## src/rtl/pe_operand_bus_unit.sv

```systemverilog
// pe_operand_bus_unit: PE register file, operand fetch and a req/ack memory-bus bridge with timeout.
// Optional macro PE_BYPASS_EN forwards same-edge writeback data into an operand fetch.
module pe_operand_bus_unit #(
  parameter int unsigned NREGS   = 32,
  parameter int unsigned TIMEOUT = 255,
  parameter int unsigned TO_W    = 8
) (
  input  logic        clk,
  input  logic        reset,
  input  logic [4:0]  rs1_addr,
  input  logic [4:0]  rs2_addr,
  input  logic [4:0]  rd_addr,
  input  logic        rd_write,
  input  logic [31:0] wb_data,
  input  logic        reg_select,
  input  logic        mem_read,
  input  logic        mem_write,
  input  logic [31:0] mem_address,
  output logic [31:0] a_data,
  output logic [31:0] b_data,
  output logic        data_ready,
  output logic        mem_ack,
  output logic        bus_req,
  output logic        bus_we,
  output logic [31:0] bus_addr,
  output logic [31:0] bus_wdata,
  input  logic [31:0] bus_rdata,
  input  logic        bus_ack,
  output logic        busy,
  output logic        bus_err
);
  localparam int unsigned AW = 5;
  localparam int unsigned DW = 32;

  typedef enum logic [1:0] {S_IDLE, S_REQ, S_WAIT, S_RESP} state_t;

  state_t          r_state;
  state_t          w_state_nxt;
  logic [DW-1:0]   r_regs [NREGS];
  logic [TO_W-1:0] r_cnt;
  logic            r_op_write;
  logic [DW-1:0]   r_a_data, r_b_data, r_bus_addr, r_bus_wdata;
  logic            r_data_ready, r_mem_ack, r_bus_req, r_bus_we, r_busy, r_bus_err;

  logic [TO_W-1:0] w_cnt_inc, w_cnt_d;
  logic            w_timeout;
  logic [DW-1:0]   w_rs1_val, w_rs2_val;
  logic            w_op_write_d;
  logic [DW-1:0]   w_a_d, w_b_d, w_addr_d, w_wdata_d;
  logic            w_ready_d, w_ack_d, w_req_d, w_we_d, w_busy_d, w_err_d;

  assign w_cnt_inc = r_cnt + TO_W'(1);
  assign w_timeout = (w_cnt_inc == TO_W'(TIMEOUT));

  // Register file; x0 is never written so it always reads zero
  always_ff @(posedge clk or posedge reset) begin
    if (reset) begin
      for (int unsigned i = 0; i < NREGS; i++) r_regs[AW'(i)] <= '0;
    end else if (rd_write && (rd_addr != '0)) begin
      r_regs[rd_addr] <= wb_data;
    end
  end

  // Operand read ports, optionally forwarding the writeback on the same edge
  always_comb begin
    w_rs1_val = (rs1_addr == '0) ? '0 : r_regs[rs1_addr];
    w_rs2_val = (rs2_addr == '0) ? '0 : r_regs[rs2_addr];
`ifdef PE_BYPASS_EN
    if (rd_write && (rd_addr != '0) && (rd_addr == rs1_addr)) w_rs1_val = wb_data;
    if (rd_write && (rd_addr != '0) && (rd_addr == rs2_addr)) w_rs2_val = wb_data;
`else
`endif
  end

  always_ff @(posedge clk or posedge reset) begin
    if (reset) r_state <= S_IDLE;
    else       r_state <= w_state_nxt;
  end

  always_comb begin
    w_state_nxt = r_state;
    case (r_state)
      S_IDLE:  if (mem_read || mem_write) w_state_nxt = S_REQ;
      S_REQ:   w_state_nxt = S_WAIT;
      S_WAIT:  if (bus_ack || w_timeout) w_state_nxt = S_RESP;
      S_RESP:  w_state_nxt = S_IDLE;
      default: w_state_nxt = S_IDLE;
    endcase
  end

  // Next values of the registered outputs; a load response overrides a colliding fetch on b_data
  always_comb begin
    w_cnt_d      = r_cnt;
    w_op_write_d = r_op_write;
    w_addr_d     = r_bus_addr;
    w_wdata_d    = r_bus_wdata;
    w_err_d      = r_bus_err;
    w_a_d        = r_a_data;
    w_b_d        = r_b_data;
    w_ready_d    = 1'b0;
    w_ack_d      = 1'b0;
    w_req_d      = (w_state_nxt == S_REQ) || (w_state_nxt == S_WAIT);
    w_busy_d     = (w_state_nxt != S_IDLE);
    if (reg_select) begin
      w_a_d     = w_rs1_val;
      w_b_d     = w_rs2_val;
      w_ready_d = 1'b1;
    end
    case (r_state)
      S_IDLE: begin
        if (mem_read || mem_write) begin
          w_addr_d     = mem_address;
          w_wdata_d    = wb_data;
          w_op_write_d = mem_write && !mem_read;
          w_cnt_d      = '0;
          if (mem_read && mem_write) w_err_d = 1'b1;
        end
      end
      S_WAIT: begin
        w_cnt_d = w_cnt_inc;
        if (bus_ack || w_timeout) begin
          w_cnt_d = '0;
          w_ack_d = 1'b1;
          if (!bus_ack) w_err_d = 1'b1;
          if (!r_op_write) begin
            w_b_d     = bus_ack ? bus_rdata : '0;
            w_ready_d = 1'b1;
          end
        end
      end
      default: ;
    endcase
    w_we_d = w_req_d && w_op_write_d;
  end

  always_ff @(posedge clk or posedge reset) begin
    if (reset) begin
      r_cnt        <= '0;
      r_op_write   <= 1'b0;
      r_a_data     <= '0;
      r_b_data     <= '0;
      r_bus_addr   <= '0;
      r_bus_wdata  <= '0;
      r_data_ready <= 1'b0;
      r_mem_ack    <= 1'b0;
      r_bus_req    <= 1'b0;
      r_bus_we     <= 1'b0;
      r_busy       <= 1'b0;
      r_bus_err    <= 1'b0;
    end else begin
      r_cnt        <= w_cnt_d;
      r_op_write   <= w_op_write_d;
      r_a_data     <= w_a_d;
      r_b_data     <= w_b_d;
      r_bus_addr   <= w_addr_d;
      r_bus_wdata  <= w_wdata_d;
      r_data_ready <= w_ready_d;
      r_mem_ack    <= w_ack_d;
      r_bus_req    <= w_req_d;
      r_bus_we     <= w_we_d;
      r_busy       <= w_busy_d;
      r_bus_err    <= w_err_d;
    end
  end

  assign a_data     = r_a_data;
  assign b_data     = r_b_data;
  assign data_ready = r_data_ready;
  assign mem_ack    = r_mem_ack;
  assign bus_req    = r_bus_req;
  assign bus_we     = r_bus_we;
  assign bus_addr   = r_bus_addr;
  assign bus_wdata  = r_bus_wdata;
  assign busy       = r_busy;
  assign bus_err    = r_bus_err;

endmodule

```

## config.mk

```make
export PLATFORM = sky130hd
export DESIGN_NAME = pe_operand_bus_unit
export DESIGN_NICKNAME = d
export VERILOG_FILES = /design/src/rtl/pe_operand_bus_unit.sv
export SDC_FILE = /design/constraint.sdc
export NUM_CORES = 2
export LEC_CHECK = 0
export CORE_MARGIN = 5
export CORE_UTILIZATION = 60
export DETAILED_ROUTE_END_ITERATION = 8
export PLACE_DENSITY = 0.88
export SLEW_MARGIN = 10
export SYNTH_ARGS = -nofsm -noshare
export SYNTH_HDL_FRONTEND = slang
export SYNTH_SLANG_ARGS = --single-unit
```

## constraint.sdc

```tcl
create_clock -name clk -period 47.9 [get_ports clk]
set_input_delay 9.58 -clock clk [delete_from_list [all_inputs] [get_ports clk]]
set_output_delay 9.58 -clock clk [all_outputs]
set_load 0.005 [all_outputs]
```

# Word-level counts from Yosys, hierarchy flattened
# Index checks and enable logic that the tools add are counted.
[word_totals] in_bits=118 n_memories=0 mem_bits_rw=0 latchBits=0 out_inout_bits=134 reg_bits=1169 rom_bits=0
[op_classes] div=0 n_lt_le_gt_ge=4 addsub=1 n_mul=0 muxes=35 reduce_logical=18 bitwise=3 shift=0 eq_ne=10
[ops] cell="1024-bit bitwise mux" count=1
[ops] cell="32-bit two-way mux" count=12
[ops] cell="32-bit binary-select mux with 5-bit select" count=2
[ops] cell="32-bit demux with 5-bit select" count=1
[ops] cell="6-bit greater-or-equal comparator (second input constant)" count=3
[ops] cell="5-bit NOT with 6-bit output" count=3
[ops] cell="8-bit two-way mux" count=2
[ops] cell="8-bit case mux with 2 select lines" count=1
[ops] cell="1-bit two-way mux" count=12
[ops] cell="5-bit zero test" count=2
[ops] cell="8-bit by 1-bit adder with 8-bit output (second input constant)" count=1
[ops] cell="8-bit equality test (second input constant)" count=1
[ops] cell="2-bit != test (second input constant)" count=4
[ops] cell="2-bit case mux with 4 select lines" count=1
[ops] cell="2-bit equality test (second input constant)" count=3
[ops] cell="6-bit by 1-bit < comparator with 1-bit output (second input constant)" count=1
[ops] cell="1-bit logical AND" count=5
[ops] cell="5-bit AND reduction" count=1
[ops] cell="5-bit nonzero test" count=1
[ops] cell="2-bit by 1-bit equality test with 1-bit output (second input constant)" count=2
[ops] cell="2-bit two-way mux" count=2
[ops] cell="2-bit AND reduction" count=2
[ops] cell="2-bit nonzero test" count=2
[ops] cell="1-bit logical OR" count=3
[ops] cell="3 further kinds" count=3

# Depth between registers and ports, before layout
[depth] ltp_word=9 depth_mapped=10 mapped_depth_nobuf=9

# Least setup slack after synthesis
# OpenSTA, ideal clock, no wires.
[synth_path] path_type="input to register" start="input port rs2_addr[2]" end="register r_b_data[27], in the netlist b_data[27]" n_path_buf=3 arrival_ps=11242 path_stages=7 slack_ps=36510 path_cell_list="buf_2 > buf_4 > buf_1 > mux4_2 > mux4_2 > o21ai_1 > o221ai_1"
[synth_between] elab_chain_cells=9 elab_cells_between_ends=10
[synth_lines] element="start, declared" line="11" rtl="input logic [4:0] rs2_addr,"
[synth_lines] element="5-bit NOT with 6-bit output (implied by the code)" line="67" rtl="w_rs2_val = (rs2_addr == '0) ? '0 : r_regs[rs2_addr];"
[synth_lines] element="32-bit binary-select mux with 5-bit select" line="67"
[synth_lines] element="32-bit two-way mux (implied by the code) (2 in series)" line="67"
[synth_lines] element="32-bit two-way mux *" line="67"
[synth_lines] element="32-bit two-way mux *" line="104" rtl="if (reg_select) begin"
[synth_lines] element="32-bit two-way mux" line="125" rtl="if (!r_op_write) begin"
[synth_lines] element="32-bit two-way mux" line="121" rtl="if (bus_ack || w_timeout) begin"
[synth_lines] element="32-bit two-way mux *" line="109" rtl="case (r_state)"
[synth_lines] element="named net w_b_d[27]" line="49" rtl="logic [DW-1:0] w_a_d, w_b_d, w_addr_d, w_wdata_d;"
[synth_lines] element="end signal, assigned" line="154" rtl="r_b_data <= w_b_d;"
[synth_lines] element="end, declared" line="42" rtl="logic [DW-1:0] r_a_data, r_b_data, r_bus_addr, r_bus_wdata;"
# The timed path passes the listed nets; every way through them passes the cells marked *. The select of a mux whose other input is x is not followed.
# A chain may end at the register's enable or synchronous reset.

# Final worst setup path
[layout_path] start="input port rs2_addr[2]" end="register r_b_data[1], in the netlist b_data[1]"
# Same word-level chain as after synthesis.

==> reports/results.txt <==
The flow ran to the end, and the final reports show no timing, DRC or antenna violations. Across all setup checks in the final design, the least slack found is 34300 ps. The adder-cell area share of the yosys netlist was 0.001052. The combinational family with the most area after synthesis is multiplexers. The total global routing overflow came out at 0.

For the final database, setup skew stands at 36.79 ps. The min-delay analysis places its worst path in the category reg2reg. For the setup violation total in the final timing report, the log shows 0. STA puts the critical path data arrival time at 14130 ps. The worst hold path cell count works out to 0. At the placement stage, the worst setup path has a slack of 33660 ps. After clock tree synthesis, the clock-pin slew on the worst setup and hold paths is 60 ps. Initial antenna violation count: 8.

The type of origin of the critical path is an input port. The total count of hold-check failures in the final report is 0, and the total number of nets in the final design is 3955. The average wire length per cell after detail routing is 34.68 um, and the data required time of the worst path is 48430 ps. In the synthesized netlist the dominant register cell turns out to be sky130_fd_sc_hd__dfrtp_1.

The layout has 6264 filler cells. Synthesis handed over a netlist of 3799 instances. The total area inside the core boundary comes to 98420 um2. The logs give 39110 for the total via count in the routed design and 252 for the number of top-level pins. The floorplan has 115 rows. Entering global routing, the biggest net connects 175 pins. The maximum number of buffers from clock root to sink is 3, and the count of port buffers added during placement is 251. The fraction of synthesis flops using an asynchronous set or reset pin came out at 1.000. Synthesis instantiated 58 different standard cells from the library. For the worst flop-to-flop path, the logic depth is 8. For the total of cells resized after clock tree synthesis, the log shows 0. The number of pins with negative max-slew slack in the final report was 0. Dividing the synthesized area by the synthesized cell count gives 15.65 um2. The first global-routing pass estimated 271800 um of wire.

Most common cell after layout, fill and taps aside: sky130_fd_sc_hd__dfrtp_1. Counting stages on the worst path, the most repeated cell is sky130_fd_sc_hd__buf_4. The die is 324.8 um tall. The post-cts hold buffer count was 0. Ratio of total power to cell area: 46.03 nW/um2.

The clock net in this run drives a total of 1169 sinks. For the full die area, the log shows 105500 um2. The top cell types in the final layout, fill and taps aside, are sky130_fd_sc_hd__dfrtp_1, sky130_fd_sc_hd__mux2_2, sky130_fd_sc_hd__mux4_2. The sequential fraction of the synthesis area is 0.4921, and the cell depth of the worst setup path is 8. The initial cell density of the core is 0.6040. The clock period could shrink to 13600 ps.

The proportion of synthesized area in mux cells is 0.4200. The final estimated routing congestion in global placement came out at 0.8602. Relative to the synthesized area, the layout overhead comes to 12.48%. In this run, synthesis produced a sequential element count of 1169. The area of the mapped netlist came out at 59450 um2. The logs give 0 ps for the sum of negative setup slack and 398.3 ps for the worst hold slack.

The number of nets handed over by synthesis was 3922. CTS placed an instance of sky130_fd_sc_hd__clkbuf_16 at the clock tree root. The share of the synthesized netlist area taken by xor and xnor gates is 0.0002736, and the number of enable-type register cells in the synthesized netlist is 0.

Summed over all cells, the static leakage comes to 28.53 nW. The number of maximum-capacitance constraint violations is 0, and the number of design-rule violations left by the first detailed-router iteration is 5365. Cell type of the slowest stage on the worst timing path: sky130_fd_sc_hd__buf_4.

The simple logic cell fraction of the synthesized area works out to 0.01703. TritonCTS built the clock tree. In this design, the stage delay of the slowest critical-path cell is 940 ps. The final period utilization is 0.2839, and the detailed-route wire length is 181000 um. Proportion of layout cells with a drive suffix above 1: 0.4804. Buffers added to address setup during post-CTS repair amount to 0.

The run gives 0.3421 as the global-route usage over all layers. The H-tree depth is 3. The transition time at the pin with the least slew margin came out at 1443 ps.

Clock tree synthesis inserted a total of 118 buffers. The count of antenna-violating nets left after detailed routing was 0. The half-perimeter wire length after detailed placement was 100900 um; the number of global-route vias before repair was 40990. The synthesized-area fraction occupied by ao, oa, aoi and oai cells works out to 0.03744. The kind of capture point of the worst setup path is a flip-flop. Among cell families on the critical path, the largest total delay comes from buffers and inverters. The first detailed-routing pass ran for 7 iterations. Walking the worst path, the cells encountered are buf_8 -> buf_4 -> buf_4 -> buf_4 -> mux4_2 -> mux4_2 -> o21ai_1 -> o221ai_1. Timing would allow up to 0.07353 GHz. The buffers plus inverters on the worst setup path is 4, and the maximum vdd ir drop is 0.03465 mV. The maximum net fanout on the critical path is 95, and the post-detailed-route DRC marker count is 0. Yosys printed 0 warnings. Dividing the detail-routed via count by the number of cells gives 7.492.

Setup repair after global routing left no endpoint under its margin. For the clock latency reported for the late side of the worst-skew pair, the log shows 710 ps. The relative slew slack is 0.02932, and the x dimension of the die is 324.8 um. Classification of the worst setup path: in2reg.
[final timing paths]
| path | start | slack, ps | to |
|---|---|---|---|
| max | rs2_addr[2] | 34300 | b_data[1] |
| min | r_regs[1009] | 400 | r_regs[1009] |
| max reg2reg | r_state[0] | 44610 | b_data[20] |
| min reg2reg | r_regs[1009] | 400 | r_regs[1009] |
| max in group asynchronous | reset | 34580 | r_regs[646] |
| min in group asynchronous | reset | 9360 | bus_addr[19] |
[power breakdown]
group	internal [mW]	switching [mW]	total, mW
sequential	1.20	0.173	1.37
combinational	0.425	0.274	0.699
clock	0.602	0.405	1.01
total	2.23	0.852	3.08
[kinds of logic after synthesis]
| kind of cell | after synthesis |
|---|---|
| adder cells (fa/ha/maj) | 5 |
| multiplexers | 1691 |
| XOR/XNOR | 1 |
| buffers and inverters | 435 |
| flip-flops | 1169 |
| AND/OR/NAND/NOR | 206 |
| AO/OA/AOI/OAI | 292 |
[cells in the mapped netlist, types with 3 or more instances]
cell type	n	area, um2
sky130_fd_sc_hd__a211oi_1	31	232.7
sky130_fd_sc_hd__a21oi_1	13	65.06
sky130_fd_sc_hd__a221o_1	8	80.08
sky130_fd_sc_hd__a22o_1	39	341.6
sky130_fd_sc_hd__a22oi_1	82	615.6
sky130_fd_sc_hd__and2_1	4	25.02
sky130_fd_sc_hd__buf_1	66	247.7
sky130_fd_sc_hd__buf_2	94	470.5
sky130_fd_sc_hd__buf_4	17	127.6
sky130_fd_sc_hd__buf_6	8	90.09
sky130_fd_sc_hd__buf_8	3	45.04
sky130_fd_sc_hd__clkbuf_1	235	882.1
sky130_fd_sc_hd__dfrtp_1	1169	29250
sky130_fd_sc_hd__ha_1	5	62.56
sky130_fd_sc_hd__inv_1	11	41.29
sky130_fd_sc_hd__mux2_1	60	675.7
sky130_fd_sc_hd__mux2_2	996	11220
sky130_fd_sc_hd__mux2i_1	98	980.9
sky130_fd_sc_hd__mux4_2	537	12090
sky130_fd_sc_hd__nand2_1	63	236.5
sky130_fd_sc_hd__nand3_1	62	310.3
sky130_fd_sc_hd__nand3b_1	7	52.55
sky130_fd_sc_hd__nor2_1	27	101.4
sky130_fd_sc_hd__nor2b_1	6	37.54
sky130_fd_sc_hd__nor3_1	4	20.02
sky130_fd_sc_hd__nor3b_1	4	30.03
sky130_fd_sc_hd__nor4_1	7	43.79
sky130_fd_sc_hd__o21ai_1	28	140.1
sky130_fd_sc_hd__o221ai_1	32	280.3
sky130_fd_sc_hd__o22a_1	8	70.07
sky130_fd_sc_hd__o22ai_1	32	200.2
sky130_fd_sc_hd__or2_2	3	18.77
[sequential cells by signal, indices dropped and copies added (netlist names), 2 cells and up]
signal and cells:
r_regs 1024, a_data 32, b_data 32, bus_addr 32, bus_wdata 32, r_cnt 8
r_state 2
[through the flow]
stage | util | instances | total power [mW] | cell area (um2)
after global placement | 0.6363 | 4999 | 2.024 | 62620
after detailed placement | 0.6363 | 4999 | 2.064 | 62620
final | 0.6794 | 5220 | 3.078 | 66860
after CTS | 0.6795 | 5217 | 3.072 | 66870
after floorplan | - | 3799 | 1.799 | 59450
after global routing | 0.6793 | 5217 | 3.189 | 66860
[metal layers]
layer,track usage,vias up,share of wire
li1,-,14850,-
met1,0.4562,20730,0.36
met2,0.5145,2844,0.46
met3,0.1199,675,0.13
met4,0.1542,12,0.053
met5,0,-,0.00039
[layout make-up]
| class | instances | area, um2 | area share |
|---|---|---|---|
| clock inverters | 47 | 715.7 | 0.01070 |
| inverters | 11 | 48.80 | 0.0007298 |
| repair buffers | 337 | 3174 | 0.04747 |
| clock buffers | 171 | 3536 | 0.05288 |
| multi-input cells | 2195 | 28520 | 0.4265 |
| diodes | 3 | 7.507 | 0.0001123 |
| flip-flops and latches | 1169 | 29250 | 0.4375 |
| well taps | 1287 | 1610 | 0.02408 |
No activity file was read; power rests on OpenSTA's default activity.
